### src/rtl/mem_stage_pkg.sv
// Shared header for the memory stage: icode/acode/exception constants, access helpers, FSM state.
// Defining MEM_ADDR_CHECK_EN turns misaligned half/word accesses into AdEL/AdES exceptions.
package mem_stage_pkg;

    localparam logic [5:0] IC_LB  = 6'h20;
    localparam logic [5:0] IC_LH  = 6'h21;
    localparam logic [5:0] IC_LW  = 6'h23;
    localparam logic [5:0] IC_LBU = 6'h24;
    localparam logic [5:0] IC_LHU = 6'h25;
    localparam logic [5:0] IC_SB  = 6'h28;
    localparam logic [5:0] IC_SH  = 6'h29;
    localparam logic [5:0] IC_SW  = 6'h2b;

    localparam logic [5:0] AC_NONE = 6'h00;

    localparam logic [5:0] EXC_NONE = 6'b000000;
    localparam logic [5:0] EXC_ADEL = 6'b100100;
    localparam logic [5:0] EXC_ADES = 6'b100101;

    localparam logic [1:0] SIZE_BYTE = 2'd0;
    localparam logic [1:0] SIZE_HALF = 2'd1;
    localparam logic [1:0] SIZE_WORD = 2'd2;

`ifdef MEM_ADDR_CHECK_EN
    localparam bit ADDR_CHECK_EN = 1'b1;
`else
    localparam bit ADDR_CHECK_EN = 1'b0;
`endif

    typedef enum logic [1:0] {S_IDLE, S_REQ, S_WAIT} mem_state_t;

    typedef struct packed {
        logic [31:0] pc;
        logic [31:0] addr;
        logic [31:0] valt;
        logic [5:0]  icode;
        logic [5:0]  acode;
        logic [5:0]  exc_code;
        logic [4:0]  dst;
        logic        in_delay_slot;
    } stage_t;

    function automatic logic is_mem_op(input logic [5:0] icode);
        return icode inside {IC_LB, IC_LH, IC_LW, IC_LBU, IC_LHU, IC_SB, IC_SH, IC_SW};
    endfunction

    function automatic logic is_load(input logic [5:0] icode);
        return icode inside {IC_LB, IC_LH, IC_LW, IC_LBU, IC_LHU};
    endfunction

    function automatic logic load_signed(input logic [5:0] icode);
        return icode inside {IC_LB, IC_LH};
    endfunction

    function automatic logic [1:0] acc_size(input logic [5:0] icode);
        case (icode)
            IC_LB, IC_LBU, IC_SB: return SIZE_BYTE;
            IC_LH, IC_LHU, IC_SH: return SIZE_HALF;
            default:              return SIZE_WORD;
        endcase
    endfunction

    function automatic logic is_misaligned(input logic [5:0] icode, input logic [1:0] addr_lo);
        case (acc_size(icode))
            SIZE_HALF: return addr_lo[0];
            SIZE_WORD: return addr_lo != 2'b00;
            default:   return 1'b0;
        endcase
    endfunction

endpackage

### src/rtl/mem_stage_load_align.sv
// Load lane select and sign/zero extension of a raw 32-bit bus word.
module load_align
    import mem_stage_pkg::*;
(
    input  logic [31:0] i_data,
    input  logic [1:0]  i_offset,
    input  logic [1:0]  i_size,
    input  logic        i_signed,
    output logic [31:0] o_val
);

    logic [7:0]  w_byte;
    logic [15:0] w_half;

    // NOTE: every always_comb output gets a default first so no path can infer a latch.
    always_comb begin
        w_byte = i_data[7:0];
        case (i_offset)
            2'd1:    w_byte = i_data[15:8];
            2'd2:    w_byte = i_data[23:16];
            2'd3:    w_byte = i_data[31:24];
            default: w_byte = i_data[7:0];
        endcase
        w_half = i_offset[1] ? i_data[31:16] : i_data[15:0];

        case (i_size)
            SIZE_BYTE: o_val = {{24{i_signed & w_byte[7]}}, w_byte};
            SIZE_HALF: o_val = {{16{i_signed & w_half[15]}}, w_half};
            default:   o_val = i_data;
        endcase
    end

endmodule

### src/rtl/mem_stage.sv
// Pipeline memory stage: stage register, data-bus request FSM, load/store formatting.
// Optional MEM_ADDR_CHECK_EN (see mem_stage_pkg) raises AdEL/AdES on misaligned accesses.
module mem_stage
    import mem_stage_pkg::*;
(
    input  logic        clk,
    input  logic        reset,
    input  logic [31:0] M_pc,
    input  logic [31:0] M_addr,
    input  logic [31:0] M_valt,
    input  logic [5:0]  M_icode,
    input  logic [5:0]  M_acode,
    input  logic [5:0]  M_excCode,
    input  logic [4:0]  M_dst,
    input  logic        M_inDelaySlot,
    input  logic        M_stall,
    input  logic        M_bubble,
    output logic        dreq_valid,
    output logic [31:0] dreq_addr,
    output logic [1:0]  dreq_size,
    output logic [3:0]  dreq_strobe,
    output logic [31:0] dreq_data,
    input  logic        dresp_addr_ok,
    input  logic        dresp_data_ok,
    input  logic [31:0] dresp_data,
    output logic [31:0] m_pc,
    output logic [31:0] m_val,
    output logic [31:0] m_badvaddr,
    output logic [5:0]  m_icode,
    output logic [5:0]  m_excCode,
    output logic [4:0]  m_dst,
    output logic        m_inDelaySlot,
    output logic        m_busy
);

    stage_t      r_stage;
    mem_state_t  r_state, w_state_next;
    logic [31:0] r_rdata;

    logic        w_busy, w_latch, w_done, w_in_go;
    logic        w_is_mem, w_misalign, w_mem_go, w_is_load;
    logic [1:0]  w_size;
    logic [31:0] w_bus_addr, w_rdata, w_load_val;
    logic        w_unused;

    assign w_busy  = (r_state == S_REQ  && !(dresp_addr_ok && dresp_data_ok)) ||
                     (r_state == S_WAIT && !dresp_data_ok);
    assign w_done  = (r_state == S_REQ  && dresp_addr_ok && dresp_data_ok) ||
                     (r_state == S_WAIT && dresp_data_ok);
    assign w_latch = !w_busy && !M_stall;
    assign w_in_go = !M_bubble && is_mem_op(M_icode) && !M_excCode[5] &&
                     !(ADDR_CHECK_EN && is_misaligned(M_icode, M_addr[1:0]));

    assign w_is_mem   = is_mem_op(r_stage.icode) && !r_stage.exc_code[5];
    assign w_misalign = ADDR_CHECK_EN && is_misaligned(r_stage.icode, r_stage.addr[1:0]);
    assign w_mem_go   = w_is_mem && !w_misalign;
    assign w_is_load  = is_load(r_stage.icode);
    assign w_size     = acc_size(r_stage.icode);
    assign w_unused   = ^r_stage.acode;

    // NOTE: sequential state uses non-blocking assignments so every register samples pre-edge values.
    always_ff @(posedge clk) begin
        if (reset) begin
            r_stage <= '0;
            r_state <= S_IDLE;
            r_rdata <= '0;
        end else begin
            r_state <= w_state_next;
            if (w_done)
                r_rdata <= dresp_data;
            if (w_latch)
                r_stage <= M_bubble ? '0 : '{pc: M_pc, addr: M_addr, valt: M_valt,
                                             icode: M_icode, acode: M_acode,
                                             exc_code: M_excCode, dst: M_dst,
                                             in_delay_slot: M_inDelaySlot};
        end
    end

    // A retiring access frees the stage the same cycle, so a new op may go straight back to REQ.
    always_comb begin
        w_state_next = r_state;
        unique case (r_state)
            S_REQ:   if (dresp_addr_ok) w_state_next = dresp_data_ok ? S_IDLE : S_WAIT;
            S_WAIT:  if (dresp_data_ok) w_state_next = S_IDLE;
            default: w_state_next = r_state;
        endcase
        if (w_latch)
            w_state_next = w_in_go ? S_REQ : S_IDLE;
    end

    always_comb begin
        w_bus_addr = r_stage.addr;
        if (!ADDR_CHECK_EN) begin
            if (w_size == SIZE_HALF)
                w_bus_addr[0] = 1'b0;
            else if (w_size == SIZE_WORD)
                w_bus_addr[1:0] = 2'b00;
        end

        dreq_strobe = 4'b0000;
        if (w_is_mem && !w_is_load) begin
            case (w_size)
                SIZE_BYTE: dreq_strobe = 4'b0001 << w_bus_addr[1:0];
                SIZE_HALF: dreq_strobe = 4'b0011 << w_bus_addr[1:0];
                default:   dreq_strobe = 4'b1111;
            endcase
        end

        case (w_size)
            SIZE_BYTE: dreq_data = {4{r_stage.valt[7:0]}};
            SIZE_HALF: dreq_data = {2{r_stage.valt[15:0]}};
            default:   dreq_data = r_stage.valt;
        endcase
    end

    assign dreq_valid = (r_state == S_REQ);
    assign dreq_addr  = w_bus_addr;
    assign dreq_size  = w_size;

    // Forward the bus word in the data_ok cycle so the load result is visible as the stage retires.
    assign w_rdata = w_done ? dresp_data : r_rdata;

    load_align u_load_align (
        .i_data   (w_rdata),
        .i_offset (w_bus_addr[1:0]),
        .i_size   (w_size),
        .i_signed (load_signed(r_stage.icode)),
        .o_val    (w_load_val)
    );

    always_comb begin
        if (!w_mem_go)
            m_val = r_stage.addr;
        else if (w_is_load)
            m_val = w_load_val;
        else
            m_val = '0;

        m_excCode  = r_stage.exc_code;
        m_badvaddr = '0;
        if (w_is_mem && w_misalign) begin
            m_excCode  = w_is_load ? EXC_ADEL : EXC_ADES;
            m_badvaddr = r_stage.addr;
        end
    end

    assign m_pc          = r_stage.pc;
    assign m_icode       = r_stage.icode;
    assign m_dst         = r_stage.dst;
    assign m_inDelaySlot = r_stage.in_delay_slot;
    assign m_busy        = w_busy;

endmodule

### config.mk
export PLATFORM = sky130hd
export DESIGN_NAME = mem_stage
export DESIGN_NICKNAME = d
export VERILOG_FILES = /design/src/rtl/mem_stage_pkg.sv /design/src/rtl/mem_stage_load_align.sv /design/src/rtl/mem_stage.sv
export SDC_FILE = /design/constraint.sdc
export NUM_CORES = 1
export LEC_CHECK = 0
export CAP_MARGIN = 20
export CORE_MARGIN = 2
export CORE_UTILIZATION = 45
export DETAILED_ROUTE_END_ITERATION = 7
export PLACE_DENSITY = 0.93
export SLEW_MARGIN = 20
export SYNTH_ARGS = -nofsm -noshare
export SYNTH_HDL_FRONTEND = slang
export SYNTH_SLANG_ARGS = --single-unit
### constraint.sdc
create_clock -name clk -period 3.2 [get_ports clk]
set_input_delay 0.64 -clock clk [delete_from_list [all_inputs] [get_ports clk]]
set_output_delay 0.64 -clock clk [all_outputs]
set_load 0.02 [all_outputs]
==> key figures, run 1 <==
Run status
  • Status: complete, but fails checks
  • Failing checks: negative setup slack

Critical path
  • Crit path DAT: 2.69 ns
  • CP Data Required Time: 2.56 ns
  • Crit path max fanout: 8
  • Critical path class: flip-flop to primary output
  • Crit start category: flip-flop
  • Worst setup EP type: primary output

Placement
  • PortBufs: 305
  • Gpl congestion: 0.972
  • Placed Cells: 1599
  • Pre-CTS WS: -0.864 ns
  • Detailed Place HPWL: 23000 µm

Pwr
  • Leak: 5.03 nW
  • VDD IR max: 0.000353 V
  • Pwr dens: 380 nW/µm²

Timing
  • Setup violations, final: 28
  • Final period util: 1.04
  • Hold Vio Cnt, Final: 0
  • RSZ-0062 raised after global routing: yes
  • Pins Over Slew Limit: 0
  • Final worst path period need: 3.33 ns
  • Final Worst Setup Slack: -0.126 ns
  • Fmax: 301 MHz
  • Slew margin rel.: 0.411
  • Worst-margin pin slew: 0.883 ns
  • Clock skew: 0.00965 ns

Routing
  • WL final: 35000 µm
  • Initial DRT Pass Iterations: 5
  • DRC viols: 0
  • Wirelength per Cell: 21.0 µm
  • Antenna viol nets, final: 0
  • Vias per cell: 5.92
  • DRT iter0 DRCs: 1109
  • Total number of vias: 9847

Cells and area
  • Share of post-route cells with drive strength above 1: 0.208
  • Most common cell after layout, fill and taps aside: clkdlybuf4s50_1
  • Fillers: 1295
  • Final net count: 1546
  • Non-Filler Instances: 1662
  • Layout overhead on the synthesized area: 51.7%
  • Most frequent cells in the layout: 255 x clkdlybuf4s50_1, 156 x nand2_1, 150 x a21oi_1

CTS
  • Clock Latency Late Sink: 0.43 ns
  • Clock Sinks: 148
  • CTS buffer count: 17
  • Hold Buf Count CTS: 0
  • Clock root buffer: clkbuf_16
  • CTS tree: done
  • Clk slew on worst S/H paths: 0.07 ns
  • CTS H-tree depth: 4
  • Clock Tree Buf Depth: 2

Die
  • Die height: 143 µm
  • IO Count: 344
  • Die ar.: 20500 µm²
  • Core area: 18800 µm²
  • Starting Density: 0.463
  • Cell Rows: 50
  • Die width: 143 µm

Min path
  • Hold Crit Class: flip-flop to flip-flop

Synthesis
  • Yosys top cell by area: dfxtp_1
  • Synth area leaders: dfxtp_1 34%, buf_4 11%, nand3b_1 9.9%
  • Syn Inst Count: 1113
  • Number of synthesized register bits: 148
  • Syn_area_per_cell: 7.84 µm²
  • Share of the synthesized area in the top cell type: 0.340
  • Mapped cell area: 8720 µm²
  • YS warnings: 0
  • Post-synth EDFFs: 0
  • Fraction of registers with async set/reset: 0
  • Most used DFF post-synth: dfxtp_1
  • Synth cell types: 64
  • Seq/Total Area, Yosys: 0.340

Global route
  • Largest net degree at the start of global routing: 115
  • Grt ovf: 0
  • Gr usage total: 0.309
  • First-pass GRT wire length: 49500 µm
  • Vias in the first global route: 9341
  • Initial antenna violation count: 1

Run
  • Max Cap Violations: 0
-- critical path, cell delays in order, from the launching register on --
cell	delay (ns)
dfxtp_4	0.37
nand3b_1	0.11
buf_4	0.18
nand3_2	0.10
a2bb2o_4	0.24
mux4_2	0.51
nor4_4	0.18
buf_6	0.16
buf_12	0.12
a221o_1	0.16
buf_6	0.13
-- synth_stat cells (7+ instances only) --
master,number
nand2_1,156
a21oi_1,155
dfxtp_1,148
buf_4,124
nand3b_1,115
clkbuf_1,77
nor2_1,48
o21ai_0,27
mux2i_1,20
o22ai_1,20
a221o_1,18
nand2b_1,14
nand3_1,13
nor2b_1,12
nor3_1,10
a21o_1,9
buf_1,9
inv_1,9
mux2_2,9
o21ai_1,9
a31oi_1,7
o311ai_0,7
-- logic make-up (layout without fill, tap and decap cells) --
kind of cell,after synthesis,count (layout),share of synthesized area
buffers and inverters,226,483,0.152
and+or+nand+nor,392,392,0.240
muxes,30,30,0.0372
other,1,33,0.000430
DFF,148,148,0.340
AOI/OAI and AO/OA,316,316,0.231
-- final cells by class --
| type | count | area (µm²) | area share |
|---|---|---|---|
| Tap cell | 260 | 325 | 0.0246 |
| Clock inverter | 14 | 191 | 0.0145 |
| Antenna cell | 1 | 2.50 | 0.000189 |
| Clock buffer | 18 | 429 | 0.0324 |
| Timing Repair Buffer | 439 | 4200 | 0.318 |
| Inverter | 12 | 45.0 | 0.00341 |
| Multi-Input combinational cell | 770 | 5060 | 0.382 |
| Sequential cell | 148 | 2970 | 0.225 |
-- layer usage --
metal	GRT usage	part of all wire
met5	0	0
met4	0.171	0.056
met3	0.0926	0.099
met2	0.510	0.48
met1	0.359	0.36
-- stage by stage --
stage / hold WS (ns) / utilization / total power, W / cell area (µm²) / TNS (ns)
global placement: 0.437 / 0.628 / 0.00282 / 11800 / -23.70
detailed placement: 0.442 / 0.628 / 0.00284 / 11800 / -25.45
global route: 0.467 / 0.702 / 0.00516 / 13200 / -4.21
floorplan: 0.432 / - / 0.00245 / 8840 / 0
finish: 0.451 / 0.702 / 0.00502 / 13200 / -2.07
CTS: 0.451 / 0.680 / 0.00497 / 12800 / -3.68
-- worst paths after layout --
path	startpoint	endpoint	slack, ns	cells past startpoint
max	r_state[1]	m_val[30]	-0.13	10
min	m_excCode[0]	m_excCode[0]	0.45	2
max reg2reg	r_state[0]	dreq_addr[23]	0.67	10
min reg2reg	m_excCode[0]	m_excCode[0]	0.45	2
-- power by group --
| part | switching, W | internal (W) |
|---|---|---|
| clock | 0.000911 | 0.00126 |
| sequential | 0.0000497 | 0.00190 |
| combinational | 0.000468 | 0.000439 |
| total | 0.00143 | 0.00360 |
-- registers in the layout, indices dropped and copies added (netlist names) --
register / cells
r_rdata: 32
m_excCode: 6
r_state: 2
m_pc: 32
m_icode: 6
dreq_addr: 30
m_inDelaySlot: 1
r_stage: 34
m_dst: 5
-- timing repair --
| action | CTS | global route |
|---|---|---|
| cloned | 1 | 0 |
| buffers inserted | 17 | 18 |
| resized for setup | 247 | 87 |
| endpoints found under the setup margin | 44 | 34 |
| pin swaps | 15 | 31 |
(Power assumes the default switching activity.)
==> run 2, diff against run 1 <==
CORE_UTILIZATION = 44   (was 45)
PLACE_DENSITY = 0.92   (was 0.93)
SYNTH_HIERARCHICAL = 1   (was default)
==> key figures, run 2 <==
Synthesis
  • Fraction of registers with async set/reset: 0 (unchanged)
  • Top-count cell post-synth: nand2_1
  • YS warnings: 6 (+6)
  • Syn_area_per_cell: 8.44 µm² (+7.8%)
  • Yosys top cell by area: dfxtp_1
  • Most used DFF post-synth: dfxtp_1
  • Seq/Total Area, Yosys: 0.348 (+0.00803)
  • Synth area leaders: dfxtp_1 35%, buf_4 12%, nand3b_1 10%
  • Post-synth EDFFs: 0 (unchanged)
  • Mapped cell area: 8520 µm² (-2.3%)
  • Synth cell count leaders: 173 x nand2_1, 148 x dfxtp_1, 133 x buf_4, 123 x a21oi_1, 114 x nand3b_1
  • Synth cell types: 49 (-23%)
  • Syn Inst Count: 1009 (-9.3%)
  • Number of synthesized register bits: 148 (unchanged)
  • Share of the synthesized area in the top cell type: 0.348 (+0.00803)

Critical path
  • Largest stage delay, worst path: 0.34 ns (-0.17 ns)
  • Top delay family on crit path: compound AO/OA/AOI/OAI gates
  • CP max-delay cell: dfxtp_2
  • Crit path DAT: 3.01 ns (+0.32 ns)
  • Crit-path most repeated cell: buf_6
  • CP Buf/Inv Count: 4 (unchanged)
  • Worst-path cell chain: and3b_2 > o21ai_4 > buf_6 > mux2_2 > mux2_4 > a32oi_4 > buf_6 > buf_12 > o221ai_2 > a22o_1 > buf_6
  • Critical path class: flip-flop to primary output
  • Crit path max fanout: 5 (-3)
  • Crit start category: flip-flop
  • CP Data Required Time: 2.56 ns (about the same)
  • Worst setup EP type: primary output

Timing
  • Total negative slack: -11.68 ns (-9.62 ns)
  • Final period util: 1.14 (+0.101)
  • RSZ-0062 raised after global routing: yes
  • Fmax: 274 MHz (-8.9%)
  • Pins Over Slew Limit: 0 (unchanged)
  • Setup violations, final: 32 (+14%)
  • Final Worst Setup Slack: -0.450 ns (-0.324 ns)
  • Clock skew: 0.00648 ns (-0.00317 ns)
  • Hold Vio Cnt, Final: 0 (unchanged)
  • Final worst path period need: 3.65 ns (+0.324 ns)
  • Worst-margin pin slew: 0.794 ns (-0.0892 ns)
  • Slew margin rel.: 0.470 (+0.0595)

Die
  • Die width: 143 µm (about the same)
  • Die ar.: 20500 µm² (about the same)
  • IO Count: 344 (unchanged)
  • Die height: 143 µm (about the same)
  • Core area: 18800 µm² (unchanged)
  • Cell Rows: 50 (unchanged)
  • Starting Density: 0.452 (-0.0107)

Global route
  • Initial antenna violation count: 1 (unchanged)
  • Largest net degree at the start of global routing: 115 (unchanged)
  • Grt ovf: 0 (unchanged)
  • Gr usage total: 0.274 (-0.0353)
  • Vias in the first global route: 7927 (-15%)
  • First-pass GRT wire length: 43500 µm (-12%)

Placement
  • PortBufs: 305 (unchanged)
  • Detailed Place HPWL: 20400 µm (-12%)
  • Gpl congestion: 0.937 (-3.6%)

Routing
  • DRT iter0 DRCs: 844 (-24%)
  • WL final: 29100 µm (-17%)
  • Initial DRT Pass Iterations: 6 (+1)
  • Vias per cell: 5.45 (-8.0%)
  • DRC viols: 0 (unchanged)
  • Antenna viol nets, final: 0 (unchanged)
  • Wirelength per Cell: 19.2 µm (-8.7%)
  • Total number of vias: 8254 (-16%)

CTS
  • Clock Tree Buf Depth: 2 (unchanged)
  • Clock Latency Late Sink: 0.42 ns (about the same)
  • CTS H-tree depth: 4 (unchanged)
  • CTS buffer count: 17 (unchanged)
  • Clock Sinks: 148 (unchanged)
  • CTS tree: done
  • Clk slew on worst S/H paths: 0.06 ns (about the same)
  • Clock root buffer: clkbuf_16
  • Hold Buf Count CTS: 0 (unchanged)

Cells and area
  • Largest Register: r_stage
  • Final Util: 0.640 (-0.0623)
  • Most common cell after layout, fill and taps aside: clkdlybuf4s50_1
  • Layout overhead on the synthesized area: 41.5%
  • Register Area: 2970 µm² (-0.25%)
  • Most frequent cells in the layout: 268 x clkdlybuf4s50_1, 173 x nand2_1, 145 x dfxtp_1
  • Area of the multi-input gates: 4410 µm² (-13%)
  • Fillers: 1497 (+16%)
  • Final net count: 1401 (-9.4%)
  • Share of post-route cells with drive strength above 1: 0.181 (-0.0267)
  • Max reg flops: 34 (unchanged)

Pwr
  • Combinational share of power: 0.171 (-0.010)
  • Fraction of power spent switching nets: 0.265 (-0.0196)
  • NetSw: 0.00125 W (-13%)
  • Pwr dens: 390 nW/µm² (+2.7%)
  • Clk pwr share: 0.415 (-0.017)
  • Leak: 4.62 nW (-8.2%)
  • VDD IR max: 0.000345 V (-2.1%)
  • Internal power: 0.00346 W (-3.9%)
  • Sequential share of power: 0.413 (+0.026)
  • Total Power: 0.00470 W (-6.4%)

Run
  • Max Cap Violations: 0 (unchanged)

Run status
  • Status: complete, but fails checks
  • Failing checks: negative setup slack

Min path
  • Hold Crit Class: flip-flop to flip-flop
==> run 2: cell types whose count changed after synthesis, sizes merged, moves of 11 or more <==
cell and change:
a221o -17, a22o +31, nor2 -35, clkbuf -32, nand3 -12, o211ai +16
a21oi -32, buf +25, o22ai -13, nand2 +17, mux2i -11, o21ai -26
mux2 +33, nor2b +41
==> run 2: worst paths after layout <==
path / from / endpoint / slack [ns] / cells past startpoint
setup / recovery: r_state[1] / m_val[13] / -0.45 / 11
hold reg to reg: m_pc[17] / m_pc[17] / 0.45 / 2
setup reg to reg: r_state[0] / m_pc[26] / 1.10 / 7
hold / removal: m_pc[17] / m_pc[17] / 0.45 / 2
==> run 2: through the flow <==
step | hold slack, ns | instances | area [µm²] | worst slack (ns)
detailed placement | 0.442 | 1474 | 11400 | -1.02
CTS | 0.451 | 1516 | 12100 | -0.498
floorplan | 0.432 | 1040 | 8700 | -0.125
finish | 0.448 | 1515 | 12100 | -0.450
global placement | 0.437 | 1474 | 11400 | -0.989
global route | 0.471 | 1515 | 12100 | -0.535
==> run 2: cell type report <==
cell class | instances | share of cell area
timing repair buffer | 391 | 0.313
inverter | 5 | 0.00166
tap | 260 | 0.0270
multi-input combinational | 680 | 0.366
clock buffer | 21 | 0.0374
clock inverter | 9 | 0.00893
antenna | 1 | 0.000208
sequential | 148 | 0.246
==> run 2: routing by layer <==
| layer | wire [µm] | up-vias | global-route usage |
|---|---|---|---|
| met5 | 0 | - | 0 |
| met3 | 2470 | 81 | 0.0691 |
| li1 | - | 3791 | - |
| met4 | 1040 | 0 | 0.112 |
| met2 | 14400 | 456 | 0.463 |
| met1 | 11200 | 3926 | 0.332 |
==> run 2: power by group through the flow <==
| stage | clock [W] | combinational (W) | sequential [W] |
|---|---|---|---|
| 4_1_cts | 0.00197 | 0.000801 | 0.00194 |
| 5_1_grt | 0.00206 | 0.000851 | 0.00195 |
| 3_5_place_dp | 0 | 0.000807 | 0.00198 |
| 2_1_floorplan | 0 | 0.000466 | 0.00197 |
| 3_3_place_gp | 0 | 0.000797 | 0.00198 |
| 6_report | 0.00195 | 0.000806 | 0.00194 |
==> run 2: logic make-up (layout without fill, tap and decap cells) <==
| family | after synthesis | count (layout) | share of synthesized area |
|---|---|---|---|
| mux | 58 | 58 | 0.0850 |
| other cells | 1 | 33 | 0.000440 |
| simple gates | 374 | 374 | 0.239 |
| compound gates | 216 | 216 | 0.168 |
| buf+inv | 212 | 426 | 0.160 |
| flops | 148 | 148 | 0.348 |
==> run 2: timing repair <==
item | CTS | global route
resized for setup | 154 | 34
pin swaps | 15 | 19
endpoints found under the hold margin | 0 | 0
buffers inserted | 10 | 5
gates cloned | 2 | 0
endpoints found under the setup margin | 33 | 32
==> run 2: tightest hold or removal path, cell delays in order, from the launching register on <==
cell and delay [ns]:
dfxtp_1 0.30, nand2_1 0.05, a21oi_1 0.05
